$ cat config.mk
export PLATFORM = sky130hd
export DESIGN_NAME = fetch_ctrl_flat
export DESIGN_NICKNAME = d
export VERILOG_FILES = /design/src/rtl/fetch_pkg.sv /design/src/rtl/fetch_ctrl_if.sv /design/src/rtl/fetch_perf_cnt.sv /design/src/rtl/fetch_ctrl.sv /design/src/flat_wrapper.sv
export SDC_FILE = /design/constraint.sdc
export NUM_CORES = 1
export LEC_CHECK = 0
export CAP_MARGIN = 20
export CORE_MARGIN = 8
export CORE_UTILIZATION = 44
export CTS_BUF_LIST = sky130_fd_sc_hd__clkbuf_16
export CTS_CLUSTER_SIZE = 40
export DETAILED_ROUTE_END_ITERATION = 10
export DONT_BUFFER_PORTS = 1
export GPL_TIMING_DRIVEN = 0
export HOLD_SLACK_MARGIN = 0.08
export PLACE_DENSITY = 0.58
export SYNTH_ARGS = -nofsm -noshare
export SYNTH_HDL_FRONTEND = slang
export SYNTH_HIERARCHICAL = 1
export SYNTH_SLANG_ARGS = --single-unit
export TNS_END_PERCENT = 30
$ cat constraint.sdc
create_clock -name clk -period 6.01 [get_ports clk]
set_input_delay 1.803 -clock clk [delete_from_list [all_inputs] [get_ports clk]]
set_output_delay 1.803 -clock clk [all_outputs]
set_load 0.005 [all_outputs]
$ cat src/rtl/fetch_pkg.sv
// Shared fetch-stage definitions: FSM state encoding and the NOP word
// injected into IF/ID. The decode stage imports the same constant.
package fetch_pkg;

  typedef logic [1:0] fetch_state_t;

  localparam fetch_state_t IDLE  = 2'b00;
  localparam fetch_state_t FETCH = 2'b01;
  localparam fetch_state_t HOLD  = 2'b10;
  localparam fetch_state_t HALT  = 2'b11;

  localparam logic [15:0] NOP_INSTR = 16'h0800;

endpackage

$ cat src/rtl/fetch_ctrl_if.sv
// Control bundle between fetch_ctrl (master) and the hazard/branch logic
// plus fetch datapath (slave).
interface fetch_ctrl_if #(
  parameter int PC_W = 16
);
  logic            stall_in;
  logic            redirect_in;
  logic [PC_W-1:0] redirect_pc;
  logic            halt_in;
  logic            mem_busy;
  logic            mem_done;

  logic            pcwren;
  logic            pcselect;
  logic [PC_W-1:0] redir_pc;
  logic            mem_en;
  logic            ifid_wren;
  logic            if_valid;
  logic            halted;

  modport master (
    input  stall_in, redirect_in, redirect_pc, halt_in, mem_busy, mem_done,
    output pcwren, pcselect, redir_pc, mem_en, ifid_wren, if_valid, halted
  );

  modport slave (
    output stall_in, redirect_in, redirect_pc, halt_in, mem_busy, mem_done,
    input  pcwren, pcselect, redir_pc, mem_en, ifid_wren, if_valid, halted
  );
endinterface

$ cat src/rtl/fetch_perf_cnt.sv
// Saturating event counter used by fetch_ctrl when FETCH_CTRL_PERF_EN is
// defined; holds at all-ones instead of wrapping.
module fetch_perf_cnt #(
  parameter int W = 16
) (
  input  logic         clk,
  input  logic         rst,
  input  logic         inc,
  output logic [W-1:0] count
);

  // NOTE: sequential state uses non-blocking (<=) so every flop samples
  // pre-edge values regardless of process evaluation order.
  always_ff @(posedge clk or negedge rst) begin
    if (!rst)                    count <= '0;
    else if (inc && count != '1) count <= count + 1'b1;
  end

endmodule

$ cat src/rtl/fetch_ctrl.sv
// Instruction-fetch sequencing controller: PC write/select, multi-cycle
// imem handshake, redirect holding, squash and HALT. Optional performance
// counters are compiled in with FETCH_CTRL_PERF_EN.
module fetch_ctrl #(
  parameter int          PC_W      = 16,
  parameter logic [15:0] NOP_INSTR = fetch_pkg::NOP_INSTR
) (
  input  logic         clk,
  input  logic         rst,
  fetch_ctrl_if.master bus
`ifdef FETCH_CTRL_PERF_EN
  ,
  output logic [15:0]  stall_cycles,
  output logic [15:0]  squash_count,
  output logic [15:0]  fetch_count
`endif
);
  import fetch_pkg::*;

  // Decode substitutes the package constant, so an override must agree.
  if (NOP_INSTR != fetch_pkg::NOP_INSTR) begin : g_nop_check
    $error("fetch_ctrl: NOP_INSTR differs from fetch_pkg::NOP_INSTR");
  end

  fetch_state_t    state, state_nxt;
  logic            pend;
  logic [PC_W-1:0] redir_q;
  logic            completion;
  logic            redirect_ok;
  logic            take_target;

  // A done beat wins over busy, so busy carries no extra information here.
  logic unused_busy;
  assign unused_busy = bus.mem_busy;

  assign redirect_ok = bus.redirect_in && (state != HALT);
  assign take_target = pend || redirect_ok;

  always_comb begin
    // NOTE: default first in every always_comb so no path infers a latch.
    completion = 1'b0;
    case (state)
      FETCH:   completion = bus.mem_done && !bus.stall_in;
      HOLD:    completion = !bus.stall_in;
      default: completion = 1'b0;
    endcase
  end

  // State register
  always_ff @(posedge clk or negedge rst) begin
    if (!rst) state <= IDLE;
    else      state <= state_nxt;
  end

  // Next-state logic; a same-cycle redirect marks the halt as wrong-path
  always_comb begin
    state_nxt = state;
    case (state)
      IDLE:  state_nxt = FETCH;
      FETCH: begin
        if (completion)        state_nxt = (bus.halt_in && !redirect_ok) ? HALT : FETCH;
        else if (bus.mem_done) state_nxt = HOLD;
      end
      HOLD: begin
        if (completion) state_nxt = (bus.halt_in && !redirect_ok) ? HALT : FETCH;
      end
      default: state_nxt = HALT;
    endcase
  end

  // Output logic
  always_comb begin
    bus.pcwren    = completion;
    bus.ifid_wren = completion;
    bus.pcselect  = completion && take_target;
    bus.if_valid  = completion && !take_target;
    bus.mem_en    = (state == FETCH) && !(bus.mem_done && bus.stall_in);
    bus.halted    = (state == HALT);
    bus.redir_pc  = redirect_ok ? bus.redirect_pc : redir_q;
  end

  // Redirect target and pending flag survive until the in-flight word lands
  always_ff @(posedge clk or negedge rst) begin
    if (!rst) begin
      redir_q <= '0;
      pend    <= 1'b0;
    end else begin
      if (redirect_ok) redir_q <= bus.redirect_pc;
      if (completion)       pend <= 1'b0;
      else if (redirect_ok) pend <= 1'b1;
    end
  end

`ifdef FETCH_CTRL_PERF_EN
  logic stall_evt, squash_evt, fetch_evt;

  assign stall_evt  = ((state == FETCH) && !bus.mem_done) || (state == HOLD);
  assign squash_evt = completion && take_target;
  assign fetch_evt  = completion && !take_target;

  fetch_perf_cnt #(.W(16)) u_stall_cnt (
    .clk(clk), .rst(rst), .inc(stall_evt), .count(stall_cycles)
  );
  fetch_perf_cnt #(.W(16)) u_squash_cnt (
    .clk(clk), .rst(rst), .inc(squash_evt), .count(squash_count)
  );
  fetch_perf_cnt #(.W(16)) u_fetch_cnt (
    .clk(clk), .rst(rst), .inc(fetch_evt), .count(fetch_count)
  );
`endif

endmodule

$ cat src/flat_wrapper.sv
// flat-port wrapper written by rule: the top's interface ports become plain ports
module fetch_ctrl_flat import fetch_pkg::*;
#(
  parameter int          PC_W      = 16,
  parameter logic [15:0] NOP_INSTR = fetch_pkg::NOP_INSTR
)
  (clk, rst, bus_stall_in, bus_redirect_in, bus_redirect_pc, bus_halt_in, bus_mem_busy, bus_mem_done, bus_pcwren, bus_pcselect, bus_redir_pc, bus_mem_en, bus_ifid_wren, bus_if_valid, bus_halted);
  fetch_ctrl_if #(.PC_W(PC_W)) bus_i ();
  input  logic clk;
  input  logic rst;
  input wire logic [$bits(bus_i.stall_in)-1:0] bus_stall_in;
  input wire logic [$bits(bus_i.redirect_in)-1:0] bus_redirect_in;
  input wire logic [$bits(bus_i.redirect_pc)-1:0] bus_redirect_pc;
  input wire logic [$bits(bus_i.halt_in)-1:0] bus_halt_in;
  input wire logic [$bits(bus_i.mem_busy)-1:0] bus_mem_busy;
  input wire logic [$bits(bus_i.mem_done)-1:0] bus_mem_done;
  output wire logic [$bits(bus_i.pcwren)-1:0] bus_pcwren;
  output wire logic [$bits(bus_i.pcselect)-1:0] bus_pcselect;
  output wire logic [$bits(bus_i.redir_pc)-1:0] bus_redir_pc;
  output wire logic [$bits(bus_i.mem_en)-1:0] bus_mem_en;
  output wire logic [$bits(bus_i.ifid_wren)-1:0] bus_ifid_wren;
  output wire logic [$bits(bus_i.if_valid)-1:0] bus_if_valid;
  output wire logic [$bits(bus_i.halted)-1:0] bus_halted;
  assign bus_i.stall_in = bus_stall_in;
  assign bus_i.redirect_in = bus_redirect_in;
  assign bus_i.redirect_pc = bus_redirect_pc;
  assign bus_i.halt_in = bus_halt_in;
  assign bus_i.mem_busy = bus_mem_busy;
  assign bus_i.mem_done = bus_mem_done;
  assign bus_pcwren = bus_i.pcwren;
  assign bus_pcselect = bus_i.pcselect;
  assign bus_redir_pc = bus_i.redir_pc;
  assign bus_mem_en = bus_i.mem_en;
  assign bus_ifid_wren = bus_i.ifid_wren;
  assign bus_if_valid = bus_i.if_valid;
  assign bus_halted = bus_i.halted;
  fetch_ctrl #(.PC_W(PC_W), .NOP_INSTR(NOP_INSTR)) u_core (.clk(clk), .rst(rst), .bus(bus_i));
endmodule
* Word level (Yosys, flattened, before mapping)
Index checks and enable logic that the tools add are counted.
** Operators by class
- Multiplexer cells :: 9
- Eq/ne operators :: 6
- Reduce and logical (&&, ||, !) cells :: 15
** Operators with widths (number)
- 2-to-1 mux 16 bit :: 1
- 2-to-1 mux 2 bit :: 4
- logical AND 1 bit :: 7
- one-hot mux 2 bit (3 select lines) :: 1
- == test 2 bit, second input constant :: 2
- logical NOT 1 bit :: 4
- inequality test 3 x 2 -> 1 bit, second input constant :: 1
- == test 2 x 1 -> 1 bit, second input constant :: 1
- logical NOT 2 bit :: 1
- 2-to-1 mux 1 bit :: 2
- inequality test 2 x 1 -> 1 bit, second input constant :: 1
- inequality test 2 bit, second input constant :: 1
- one-hot mux 1 bit (2 select lines) :: 1
- AND reduction 2 bit :: 1
- nonzero test 2 bit :: 1
- logical OR 1 bit :: 1
** Word-level totals
- Bits in registers :: 19
- Logic and storage cells :: 33
- Input port bits :: 23

* Logic depth before layout (Yosys ltp)
- Depth in word-level cells :: 7
- Mapped depth :: 6
- Mapped depth without buffers :: 6

* Least setup slack after synthesis
No wires, ideal clock.
- Kind :: in2out
- Start point :: input bus_redirect_in
- End point :: output bus_redir_pc[10]
- Stages :: 4
- Data required time :: 4.207 ns
- Slack :: 1.649 ns
- Arrival :: 2.558 ns
- Path buffers :: 2
- Path through :: nand2b_1 > buf_6 > buf_2 > mux2_2
** Between the ends
- Longest elaborated chain between the ends :: 2
** RTL lines
- from (decl) :: line flat_wrapper.sv:12 : input wire logic [$bits(bus_i.redirect_in)-1:0] bus_redirect_in;
- logical AND 1 bit :: line fetch_ctrl.sv:36 : assign redirect_ok = bus.redirect_in && (state != HALT);
- 2-to-1 mux 16 bit :: line fetch_ctrl.sv:79 : bus.redir_pc = redirect_ok ? bus.redirect_pc : redir_q;
- to (decl) :: line flat_wrapper.sv:19 : output wire logic [$bits(bus_i.redir_pc)-1:0] bus_redir_pc;
Every way passes these cells.

* Worst setup path after layout
- Start point :: input bus_redirect_in
- End point :: output bus_redir_pc[13]
Same word-level chain as after synthesis.

==> metrics.yaml <==
drt:
  wl_per_cell_um: 17.1
  first_pass_iters: 4
  ant_nets: 0
  drc: 0
  vias_per_cell: 5.25
  detail_route.wirelength_um: 1660
  drt_iter0_drc: 5
  via_count: 509
logic_synthesis:
  yosys-top-cells-area: "dfrtp_1 (55%), mux2_2 (21%), ha_1 (7.2%)"
  synth_area_sq_um: 868
  yosys_warnings: 6
  synth_area_leader_cell: "dfrtp_1"
  yosys_register_bits: 19
  synth_cell_types: 20
  synth_top_area_share: 0.548
  synth_cells: 66
  synth-seq-area-share: 0.548
  synth_nets: 94
  synth.avg_cell_area_sq_um: 13.2
power_and_ir_drop:
  p_leak_nw: 0.432
  power.internal_uw: 370
  max-vdd-ir-drop_uv: 315
  clockPowerShare: 0.242
  p_seq_frac: 0.388
  swShare: 0.310
  p_comb_frac: 0.371
  finalPower_uw: 537
  pwr_density_cell_nw_per_um2: 548
  switchingPower_uw: 167
clocking:
  cts_max_level: 1
  clk_pin_slew_ns: 0.05
  cts.sinks: 19
  cts_setup_buffers: 0
  clkLatencyLatePin_ns: 0.25
  cts_buffers: 3
  ctsLongestPathBuffers: 2
  ctsHoldBuffers: 0
  cts_tree: "yes"
  cts_resized: 0
  root_buffer: "clkbuf_16"
sta:
  skew_ns: 0.00210
  fmax_mhz: 225
  setup_viol: 0
  whs_ns: 0.502
  post-route-min-period_ns: 4.45
  worst_slack_ns: 1.56
  drv_slew: 0
  timing_hold_violations_final: 0
  rsz0062_at_grt: "false"
  slew-limit-headroom: 0.760
  worstMarginPinSlew_ns: 0.359
  timing.final.crit_share: 0.740
  setup_tns_ns: 0
floorplanning:
  start_util: 0.457
  rows: 16
  dieWidth_um: 60.4
  dieArea_sq_um: 3650
  core_sq_um: 1900
  die_y_um: 60.4
  io_pins: 45
global_route:
  grt.total_usage: 0.0977
  antenna_found_initial: 0
  grt_max_degree: 20
  first_global_vias: 567
  grt.overflow.total: 0
  grt_pass1_wl_um: 2650
critical_path:
  crit_fanout: 10
  cp.arrival_ns: 2.64
  start_kind: "input pin"
  r2r_slack_ns: 4.27
  critPathKind: "input pin to output pin"
  end_kind: "output pin"
  cp.required_ns: 4.21
place:
  dpl.cell_count: 93
  place_ws_ns: 1.55
  port-buffer-count: 0
  gp_congestion: 0.667
  dpl.hpwl_um: 1360
  placed_area_sq_um: 902
outcome:
  run_status: "complete, no violations"
min_path:
  holdCritPathClass: "register to register"
finish:
  design_area_sq_um: 981
  drive_above_1_share: 0.314
  final_cells: 97
  nNetsFinal: 99
  utilization: 0.516
  diodes: 0
  areaGrowthSynthToFinish_pct: 13.0
run:
  cap_violations: 0
-- sequential cells by signal (all words and copies together), names as in the netlist --
| register | cells |
|---|---|
| u_core/redir_q | 16 |
| u_core/pend | 1 |
| u_core/state | 2 |
-- routing by layer --
layer / GRT usage / share of wire
met2: 0.162 / 0.49
met4: 0.0299 / 0
met3: 0.0805 / 0.18
met5: 0 / 0
met1: 0.0888 / 0.34
-- cell usage in the layout, fill, tap and decap left out --
master / instances
dfrtp_1: 19
mux2_2: 16
nor2_1: 6
ha_1: 5
clkbuf_16: 3
inv_1: 3
a21oi_1: 3
nand2b_1: 2
buf_6: 1
buf_2: 1
nor2b_1: 1
nor3_1: 1
and2_1: 1
a21boi_0: 1
nor3b_1: 1
a211o_1: 1
nand2_1: 1
a211oi_1: 1
or3_1: 1
a221o_1: 1
buf_4: 1
-- worst max-delay path: stages --
cell	delay, ns
nand2b_1	0.07
buf_6	0.14
buf_2	0.24
mux2_2	0.40
-- final timing paths --
check / startpoint / end / cells after the start
min in group asynchronous: rst / u_core/state[0]$_DFFE_PN0P_ / 0
setup reg to reg: u_core/state[1]$_DFFE_PN0P_ / u_core/state[1]$_DFFE_PN0P_ / 6
max in group asynchronous: rst / u_core/redir_q[5]$_DFF_PN0_ / 0
hold reg to reg: u_core/pend$_DFFE_PN0P_ / u_core/pend$_DFFE_PN0P_ / 2
hold / removal: u_core/pend$_DFFE_PN0P_ / u_core/pend$_DFFE_PN0P_ / 2
setup / recovery: bus_redirect_in / bus_redir_pc[13] / 4
-- power groups by stage --
| stage | sequential, mW | clock [mW] | combinational (mW) |
|---|---|---|---|
| detailed placement | 0.211 | 0 | 0.205 |
| global placement | 0.207 | 0 | 0.201 |
| global route | 0.214 | 0.142 | 0.222 |
| CTS | 0.209 | 0.135 | 0.206 |
| floorplan | 0.202 | 0 | 0.168 |
| finish | 0.208 | 0.130 | 0.199 |
-- cells by family (layout without fill, tap and decap cells) --
logic type                 Yosys count  in the layout  share of synthesized area
adders and majority gates            5              5                     0.0720
buffers and inverters                5              9                     0.0360
muxes                               16             16                      0.207
AOI/OAI and AO/OA                    7              7                     0.0562
DFF                                 19             19                      0.548
and+or+nand+nor                     14             14                     0.0807
-- cell usage after synthesis --
master	n
nor2_1	6
nor3_1	1
mux2_2	16
and2_1	1
inv_1	2
ha_1	5
buf_4	1
nand2b_1	2
nand2_1	1
nor3b_1	1
or3_1	1
a21boi_0	1
a221o_1	1
a21oi_1	3
a211o_1	1
nor2b_1	1
buf_6	1
a211oi_1	1
dfrtp_1	19
buf_2	1
-- layout make-up --
| cell class | instances | area, sq um |
|---|---|---|
| clock buffers | 3 | 75.1 |
| multi-input cells | 42 | 362 |
| flip-flops and latches | 19 | 475 |
| fillers | 175 | 921 |
| inverters | 2 | 7.51 |
| clock inverters | 1 | 3.75 |
| plain buffers | 3 | 23.8 |
| well taps | 27 | 33.8 |
Note: power is estimated with default switching activity, not from simulation.
